--- config.mk ---
export PLATFORM = sky130hd
export DESIGN_NAME = trdb_output_arbiter
export DESIGN_NICKNAME = d
export VERILOG_FILES = /design/src/rtl/trdb_output_arbiter.sv
export SDC_FILE = /design/constraint.sdc
export NUM_CORES = 1
export LEC_CHECK = 0
export ABC_AREA = 1
export CAP_MARGIN = 20
export CORE_MARGIN = 1
export CORE_UTILIZATION = 55
export CTS_BUF_LIST = sky130_fd_sc_hd__clkbuf_16
export CTS_CLUSTER_SIZE = 24
export DETAILED_ROUTE_END_ITERATION = 16
export PLACE_DENSITY_LB_ADDON = 0.15
export SYNTH_ARGS = -nofsm -noshare
export SYNTH_HDL_FRONTEND = slang
export SYNTH_SLANG_ARGS = --single-unit
--- constraint.sdc ---
create_clock -name clk_i -period 3.4 [get_ports clk_i]
set_clock_uncertainty 0.2 [all_clocks]
set_input_delay 0.68 -clock clk_i [delete_from_list [all_inputs] [get_ports clk_i]]
set_output_delay 0.68 -clock clk_i [all_outputs]
set_load 0.02 [all_outputs]
--- src/rtl/trdb_output_arbiter.sv ---
// Trace debugger output arbiter: shares the uDMA word port between the trace
// stream and software-dump words (header + data pairs), with burst-limited priority.
module trdb_output_arbiter #(
    parameter int unsigned     XLEN        = 32,
    parameter int unsigned     DUMP_DEPTH  = 4,
    parameter int unsigned     BURST_LIMIT = 8,
    parameter logic [XLEN-1:0] SW_HEADER   = 32'h5744_0001
) (
    input  logic            clk_i,
    input  logic            rst_ni,
    input  logic [XLEN-1:0] trace_word_i,
    input  logic            trace_valid_i,
    output logic            trace_ready_o,
    input  logic [XLEN-1:0] dump_word_i,
    input  logic            dump_valid_i,
    output logic            dump_full_o,
    output logic            dump_overflow_o,
    input  logic            clr_overflow_i,
    input  logic            flush_i,
    output logic            flush_done_o,
    output logic [XLEN-1:0] word_o,
    output logic            word_valid_o,
    input  logic            stall_i
);

    localparam int unsigned     AW      = (DUMP_DEPTH > 1) ? $clog2(DUMP_DEPTH) : 1;
    localparam int unsigned     CW      = AW + 1;
    localparam logic [CW-1:0]   DEPTH_C = CW'(DUMP_DEPTH);
    localparam logic [7:0]      LIMIT_C = 8'(BURST_LIMIT);

    typedef enum logic {
        ST_ARB,
        ST_DUMP_DATA
    } state_t;

    logic [XLEN-1:0] r_mem [DUMP_DEPTH];
    logic [AW-1:0]   r_wr_ptr;
    logic [AW-1:0]   r_rd_ptr;
    logic [CW-1:0]   r_count;
    state_t          r_state;
    logic [7:0]      r_burst_cnt;
    logic [XLEN-1:0] r_word;
    logic            r_word_valid;
    logic            r_overflow;
    logic            r_flush_pending;
    logic            r_flush_done;

    logic w_load_en;
    logic w_empty;
    logic w_full;
    logic w_take_dump;
    logic w_trace_acc;
    logic w_pop;
    logic w_push;
    logic w_drop;
    logic w_flush_cond;

    always_comb begin
        w_load_en    = !r_word_valid || !stall_i;
        w_empty      = (r_count == '0);
        w_full       = (r_count == DEPTH_C);
        // Dump wins when trace is idle or trace has used up its burst allowance.
        w_take_dump  = !w_empty && (!trace_valid_i || (r_burst_cnt == LIMIT_C));
        w_trace_acc  = (r_state == ST_ARB) && w_load_en && trace_valid_i && !w_take_dump;
        w_pop        = (r_state == ST_DUMP_DATA) && w_load_en;
        w_push       = dump_valid_i && (!w_full || w_pop);
        w_drop       = dump_valid_i && !w_push;
        w_flush_cond = r_flush_pending && (r_state == ST_ARB) && w_empty &&
                       !r_word_valid && !trace_valid_i;
    end

    always_ff @(posedge clk_i) begin
        if (w_push) begin
            r_mem[r_wr_ptr] <= dump_word_i;
        end
    end

    always_ff @(posedge clk_i or negedge rst_ni) begin
        if (!rst_ni) begin
            r_wr_ptr <= '0;
            r_rd_ptr <= '0;
            r_count  <= '0;
        end else begin
            if (w_push) begin
                r_wr_ptr <= r_wr_ptr + AW'(1);
            end
            if (w_pop) begin
                r_rd_ptr <= r_rd_ptr + AW'(1);
            end
            case ({w_push, w_pop})
                2'b10:   r_count <= r_count + CW'(1);
                2'b01:   r_count <= r_count - CW'(1);
                default: r_count <= r_count;
            endcase
        end
    end

    always_ff @(posedge clk_i or negedge rst_ni) begin
        if (!rst_ni) begin
            r_state      <= ST_ARB;
            r_word       <= '0;
            r_word_valid <= 1'b0;
            r_burst_cnt  <= '0;
        end else begin
            if (w_load_en) begin
                case (r_state)
                    ST_ARB: begin
                        if (w_take_dump) begin
                            r_word       <= SW_HEADER;
                            r_word_valid <= 1'b1;
                            r_state      <= ST_DUMP_DATA;
                        end else if (trace_valid_i) begin
                            r_word       <= trace_word_i;
                            r_word_valid <= 1'b1;
                        end else begin
                            r_word_valid <= 1'b0;
                        end
                    end
                    ST_DUMP_DATA: begin
                        r_word       <= r_mem[r_rd_ptr];
                        r_word_valid <= 1'b1;
                        r_state      <= ST_ARB;
                    end
                    default: r_state <= ST_ARB;
                endcase
            end
            if (w_pop || w_empty) begin
                r_burst_cnt <= '0;
            end else if (w_trace_acc && (r_burst_cnt != LIMIT_C)) begin
                r_burst_cnt <= r_burst_cnt + 8'd1;
            end
        end
    end

    always_ff @(posedge clk_i or negedge rst_ni) begin
        if (!rst_ni) begin
            r_overflow      <= 1'b0;
            r_flush_pending <= 1'b0;
            r_flush_done    <= 1'b0;
        end else begin
            if (w_drop) begin
                r_overflow <= 1'b1;
            end else if (clr_overflow_i) begin
                r_overflow <= 1'b0;
            end
            r_flush_done <= w_flush_cond;
            if (w_flush_cond) begin
                r_flush_pending <= 1'b0;
            end else if (flush_i) begin
                r_flush_pending <= 1'b1;
            end
        end
    end

    assign trace_ready_o   = w_trace_acc;
    assign dump_full_o     = w_full;
    assign dump_overflow_o = r_overflow;
    assign flush_done_o    = r_flush_done;
    assign word_o          = r_word;
    assign word_valid_o    = r_word_valid;

endmodule

=== After elaboration in Yosys (flattened, before gate mapping) ===
Memory sizes are Yosys's and may differ from the RTL's.
Cells that the tools add are included.

* Mux-type cells: 17
* Add/sub/neg operators: 5
* Equality and inequality tests: 6
* Bitwise logic cells: 1
* Reduce and logical (&&, ||, !) cells: 29

{| class="wikitable"
|+ Operators with widths
! cell !! count
|-
| 2-to-1 mux 32 bit || 2
|-
| case mux 32 bit (2 select lines) || 1
|-
| 2-to-1 mux 8 bit || 2
|-
| logical AND 1 bit || 12
|-
| 2-to-1 mux 1 bit || 9
|-
| adder 8 x 1 -> 8 bit (second input constant) || 1
|-
| equality test 8 x 4 -> 1 bit (second input constant) || 1
|-
| != test 8 x 4 -> 1 bit (second input constant) || 1
|-
| nonzero test 2 bit || 4
|-
| logical NOT 1 bit || 7
|-
| case mux 3 bit (2 select lines) || 1
|-
| adder 2 x 1 -> 2 bit (second input constant) || 2
|-
| logical OR 1 bit || 4
|-
| case mux 1 bit (2 select lines) || 2
|-
| adder 3 x 1 -> 3 bit (second input constant) || 1
|-
| equality test 3 bit (second input constant) || 1
|-
| logical NOT 3 bit || 1
|-
| != test 3 bit (second input constant) || 1
|-
| subtractor 3 x 1 -> 3 bit (second input constant) || 1
|-
| equality test 2 x 1 -> 1 bit (second input constant) || 1
|-
| equality test 2 bit (second input constant) || 1
|-
| AND reduction 2 bit || 1
|-
| inverter 1 bit || 1
|}

* Memory bits (writable): 128
* Logic and storage cells: 69
* Flip-flop bits (word level): 52
* Memories kept: 1

{| class="wikitable"
|+ Memory list
! memory !! words !! bits a word !! read ports !! clocked after memory_dff !! write ports !! line !! text
|-
| r_mem || 4 || 32 || 1 || 0 || 1 || 36 || <nowiki>logic [XLEN-1:0] r_mem [DUMP_DEPTH];</nowiki>
|}

=== Longest topological paths before layout ===
* Depth after elaboration: 8
* Gate-level depth with buffers: 11
* Gate-level depth less buffers: 11

=== Worst setup path before layout ===
No wires, ideal clock.

* Path kind: input -> register
* Start point: input stall_i
* End point: memory r_mem[0][0] (enable)
* Library setup time: 421 ps
* Data arrival time: 2489 ps
* Data required time: 2779 ps
* Path slack: 290 ps
* Path buffers: 0
* Stages: 5
* Cell sequence: nand2_2 -> nand2_1 -> inv_1 -> o21ai_2 -> nor2_1

* Cells in the longest elaborated chain, start to end: 7

{| class="wikitable"
|+ Ends and longest elaborated chain
! item !! line !! text
|-
| from (decl) || 23 || <nowiki>input logic stall_i</nowiki>
|-
| logical NOT 1 bit || 59 || <nowiki>w_load_en = !r_word_valid || !stall_i;</nowiki>
|-
| logical OR 1 bit || 59 ||
|-
| logical AND 1 bit || 65 || <nowiki>w_pop = (r_state == ST_DUMP_DATA) && w_load_en;</nowiki>
|-
| logical OR 1 bit || 66 || <nowiki>w_push = dump_valid_i && (!w_full || w_pop);</nowiki>
|-
| logical AND 1 bit || 66 ||
|-
| 2-to-1 mux 1 bit || 73 || <nowiki>if (w_push) begin</nowiki>
|-
| 2-to-1 mux 1 bit (implied by the code) || 74 || <nowiki>r_mem[r_wr_ptr] <= dump_word_i;</nowiki>
|-
| to (decl) || 36 ||
|}

Every way passes these cells.

=== Final worst setup path ===
* Start point: input stall_i
* End point: output trace_ready_o

* Cells in the longest elaborated chain, start to end: 5

{| class="wikitable"
|+ Ends and longest elaborated chain
! item !! line !! text
|-
| logical NOT 1 bit || 59 ||
|-
| logical OR 1 bit || 59 ||
|-
| logical AND 1 bit (3 in a row) || 64 || <nowiki>w_trace_acc = (r_state == ST_ARB) && w_load_en && trace_valid_i && !w_take_dump;</nowiki>
|-
| to (decl) || 13 || <nowiki>output logic trace_ready_o,</nowiki>
|}

Every way passes these cells.

==> flow_summary.json <==
{
  "status": "finished, final reports clean",
  "drtPass1Iterations": 5,
  "numCtsBuffers": 17,
  "postCtsSetupBuffers": 0,
  "dieArea_um2": 14900,
  "postLayoutCellArea_um2": 9750,
  "antenna_found_initial": 0,
  "powerDensity_nw_per_um2": 836,
  "end_kind": "output port",
  "placed_cell_area_um2": 9180,
  "vias": 5818,
  "syn2layout_area_growth_pct": 22.9,
  "place_inst": 1079,
  "start_util": 0.567,
  "startpoint_type": "input port",
  "cp_max_fo": 5,
  "finish.utilization": 0.697,
  "fin_nets": 997,
  "relSlewSlack": 0.316,
  "finalSetupTns_ns": 0,
  "slew_viol_final": 0,
  "num_rows": 43,
  "die_h_um": 122,
  "synth_warnings": 0,
  "grt_max_degree": 66,
  "finalSetupViolations": 0,
  "routed_via_density": 5.23,
  "ys_ff_latch": 180,
  "fmax_mhz": 330,
  "cts_buffer_depth": 2,
  "ir_worst_vdd_mv": 0.448,
  "synth_cells": 817,
  "die_w_um": 122,
  "drc_errors": 0,
  "cts-htree-levels": 4,
  "fin_crit_ns": 3.03,
  "yosysSeqAreaShare": 0.649,
  "cts.sinks": 180,
  "p_sw_frac": 0.368,
  "grt_first_pass_wirelength_um": 28200,
  "combPwrFrac": 0.382,
  "io_pins": 108,
  "syn_area_um2": 7930,
  "use_met3": 0.0407,
  "tightestPinTransition_ns": 1.02,
  "layout_common_cells": "nand2_1 (279), edfxtp_1 (128), clkdlybuf4s50_1 (106)",
  "pwr-share-clk": 0.225,
  "cts.clk_slew.worst_paths_ns": 0.06,
  "p_seq_frac": 0.394,
  "port-buffer-count": 107,
  "intPower_w": 0.00515,
  "num_antenna_cells": 0,
  "finalPower_w": 0.00815,
  "required_ns": 2.52,
  "clk_latency_ns": 0.41,
  "final_common_cell": "nand2_1",
  "rsz0062_at_grt": "no",
  "cp.arrival_ns": 2.15,
  "top_usage_layer": "met2",
  "cts_hold_buf": 0,
  "globalRouteMet1Util": 0.321,
  "overflow": 0,
  "core-area_um2": 14000,
  "syn-num-nets": 895,
  "leakage_nw": 4.21,
  "clockRootBuffer": "clkbuf_16",
  "min_path_type": "in -> async",
  "syn_avg_cell_area_um2": 9.71,
  "track_usage": 0.250,
  "totalWireLength_um": 17300,
  "hold_viol": 0,
  "drive_above_1_share": 0.0665,
  "fin_crit_sh": 0.891,
  "drtIter0Drc": 504,
  "detail-route-antenna-nets": 0,
  "cts_tree": "yes",
  "grt_pass1_vias": 5655,
  "fin_cells": 1112,
  "maxCapViolCount": 0,
  "gp_routability_congestion": 0.826,
  "ys_types": 28,
  "dp_hpwl_um": 10600,
  "cts.repair.resized": 0,
  "use_met2": 0.429,
  "p_sw_w": 0.00300,
  "routedWlPerCell_um": 15.6,
  "critPathKind": "in -> out"
}
[critical path: stages]
cell             delay, ns
clkdlybuf4s50_1       0.41
nand2_2               0.14
nand3_1               0.15
a21oi_1               0.15
clkdlybuf4s50_1       0.62
[metal layers]
| metal | vias to the layer above | wire length [um] |
|---|---|---|
| met2 | 197 | 8800 |
| li1 | 2827 | - |
| met5 | - | 0 |
| met1 | 2772 | 7400 |
| met4 | 0 | 250 |
| met3 | 22 | 871 |
[kinds of logic after synthesis]
family,count (synthesis),share of synthesized area
xor+xnor,4,0.00442
compound gates,39,0.0304
fa+ha+maj,7,0.0120
flops,180,0.649
simple gates,462,0.238
buf+inv,125,0.0661
[synth_stat cells]
cell | number | area [um^2]
nor2_1 | 81 | 304
ha_1 | 6 | 75.1
nand2_1 | 279 | 1050
o21ai_2 | 3 | 26.3
buf_6 | 3 | 33.8
a21oi_2 | 8 | 70.1
xnor2_1 | 1 | 8.76
nor2_4 | 1 | 11.3
nor3b_1 | 1 | 7.51
nand3_2 | 1 | 10.0
buf_2 | 23 | 115
o21ai_0 | 6 | 30.0
fa_1 | 1 | 20.0
a21oi_1 | 20 | 100
dfrtp_1 | 52 | 1300
inv_2 | 1 | 3.75
buf_4 | 1 | 7.51
xor2_1 | 3 | 26.3
or2_2 | 1 | 6.26
o211ai_1 | 1 | 7.51
inv_1 | 86 | 323
nand2_2 | 1 | 6.26
nand2_4 | 1 | 11.3
nand4_1 | 5 | 31.3
clkbuf_1 | 11 | 41.3
edfxtp_1 | 128 | 3840
nand3_1 | 91 | 455
o21bai_1 | 1 | 7.51
[state kept, by name, summed over array words and instances (netlist names)]
name / flops
r_mem: 128
word_o: 32
r_burst_cnt: 8
r_count: 3
r_rd_ptr: 2
r_wr_ptr: 2
dump_overflow_o: 1
flush_done_o: 1
r_flush_pending: 1
r_state: 1
word_valid_o: 1
[stage by stage]
| step | hold slack [ns] | worst slack (ns) |
|---|---|---|
| global route | 0.0304 | 0.285 |
| floorplan | 0.184 | 0.290 |
| detailed placement | 0.268 | 0.308 |
| finish | 0.00902 | 0.370 |
| CTS | 0.0106 | 0.366 |
| global placement | 0.263 | 0.360 |
[layout make-up]
type | count | area, um^2
clock buffer | 17 | 425
multi-input combinational | 512 | 2290
clock inverter | 15 | 125
timing repair buffer | 121 | 1210
tap | 180 | 225
fill | 1040 | 4240
sequential | 180 | 5150
inverter | 87 | 327
[power groups by stage]
stage / Clock [W] / Combinational, W / Sequential (W)
5_1_grt: 0.00194 / 0.00348 / 0.00326
3_5_place_dp: 0 / 0.00309 / 0.00325
3_3_place_gp: 0 / 0.00302 / 0.00322
6_report: 0.00183 / 0.00311 / 0.00321
4_1_cts: 0.00185 / 0.00312 / 0.00321
2_1_floorplan: 0 / 0.00177 / 0.00345
[worst paths after layout]
path / slack [ns] / depth (start not counted) / end / from
max in group asynchronous: 2.30 / 2 / r_rd_ptr[0]$_DFFE_PN0N_ / rst_ni
min reg2reg: 0.29 / 2 / word_o[25]$_DFFE_PN0P_ / word_o[25]$_DFFE_PN0P_
min in group clk_i: 0.29 / 2 / word_o[25]$_DFFE_PN0P_ / word_o[25]$_DFFE_PN0P_
min: 0.009 / 1 / r_flush_pending$_DFFE_PN0P_ / rst_ni
max reg2reg: 1.02 / 5 / r_mem[1][27]$_DFFE_PP_ / word_valid_o$_DFFE_PN0N_
max: 0.37 / 5 / trace_ready_o / stall_i
No activity file was read; power rests on OpenSTA's default activity.
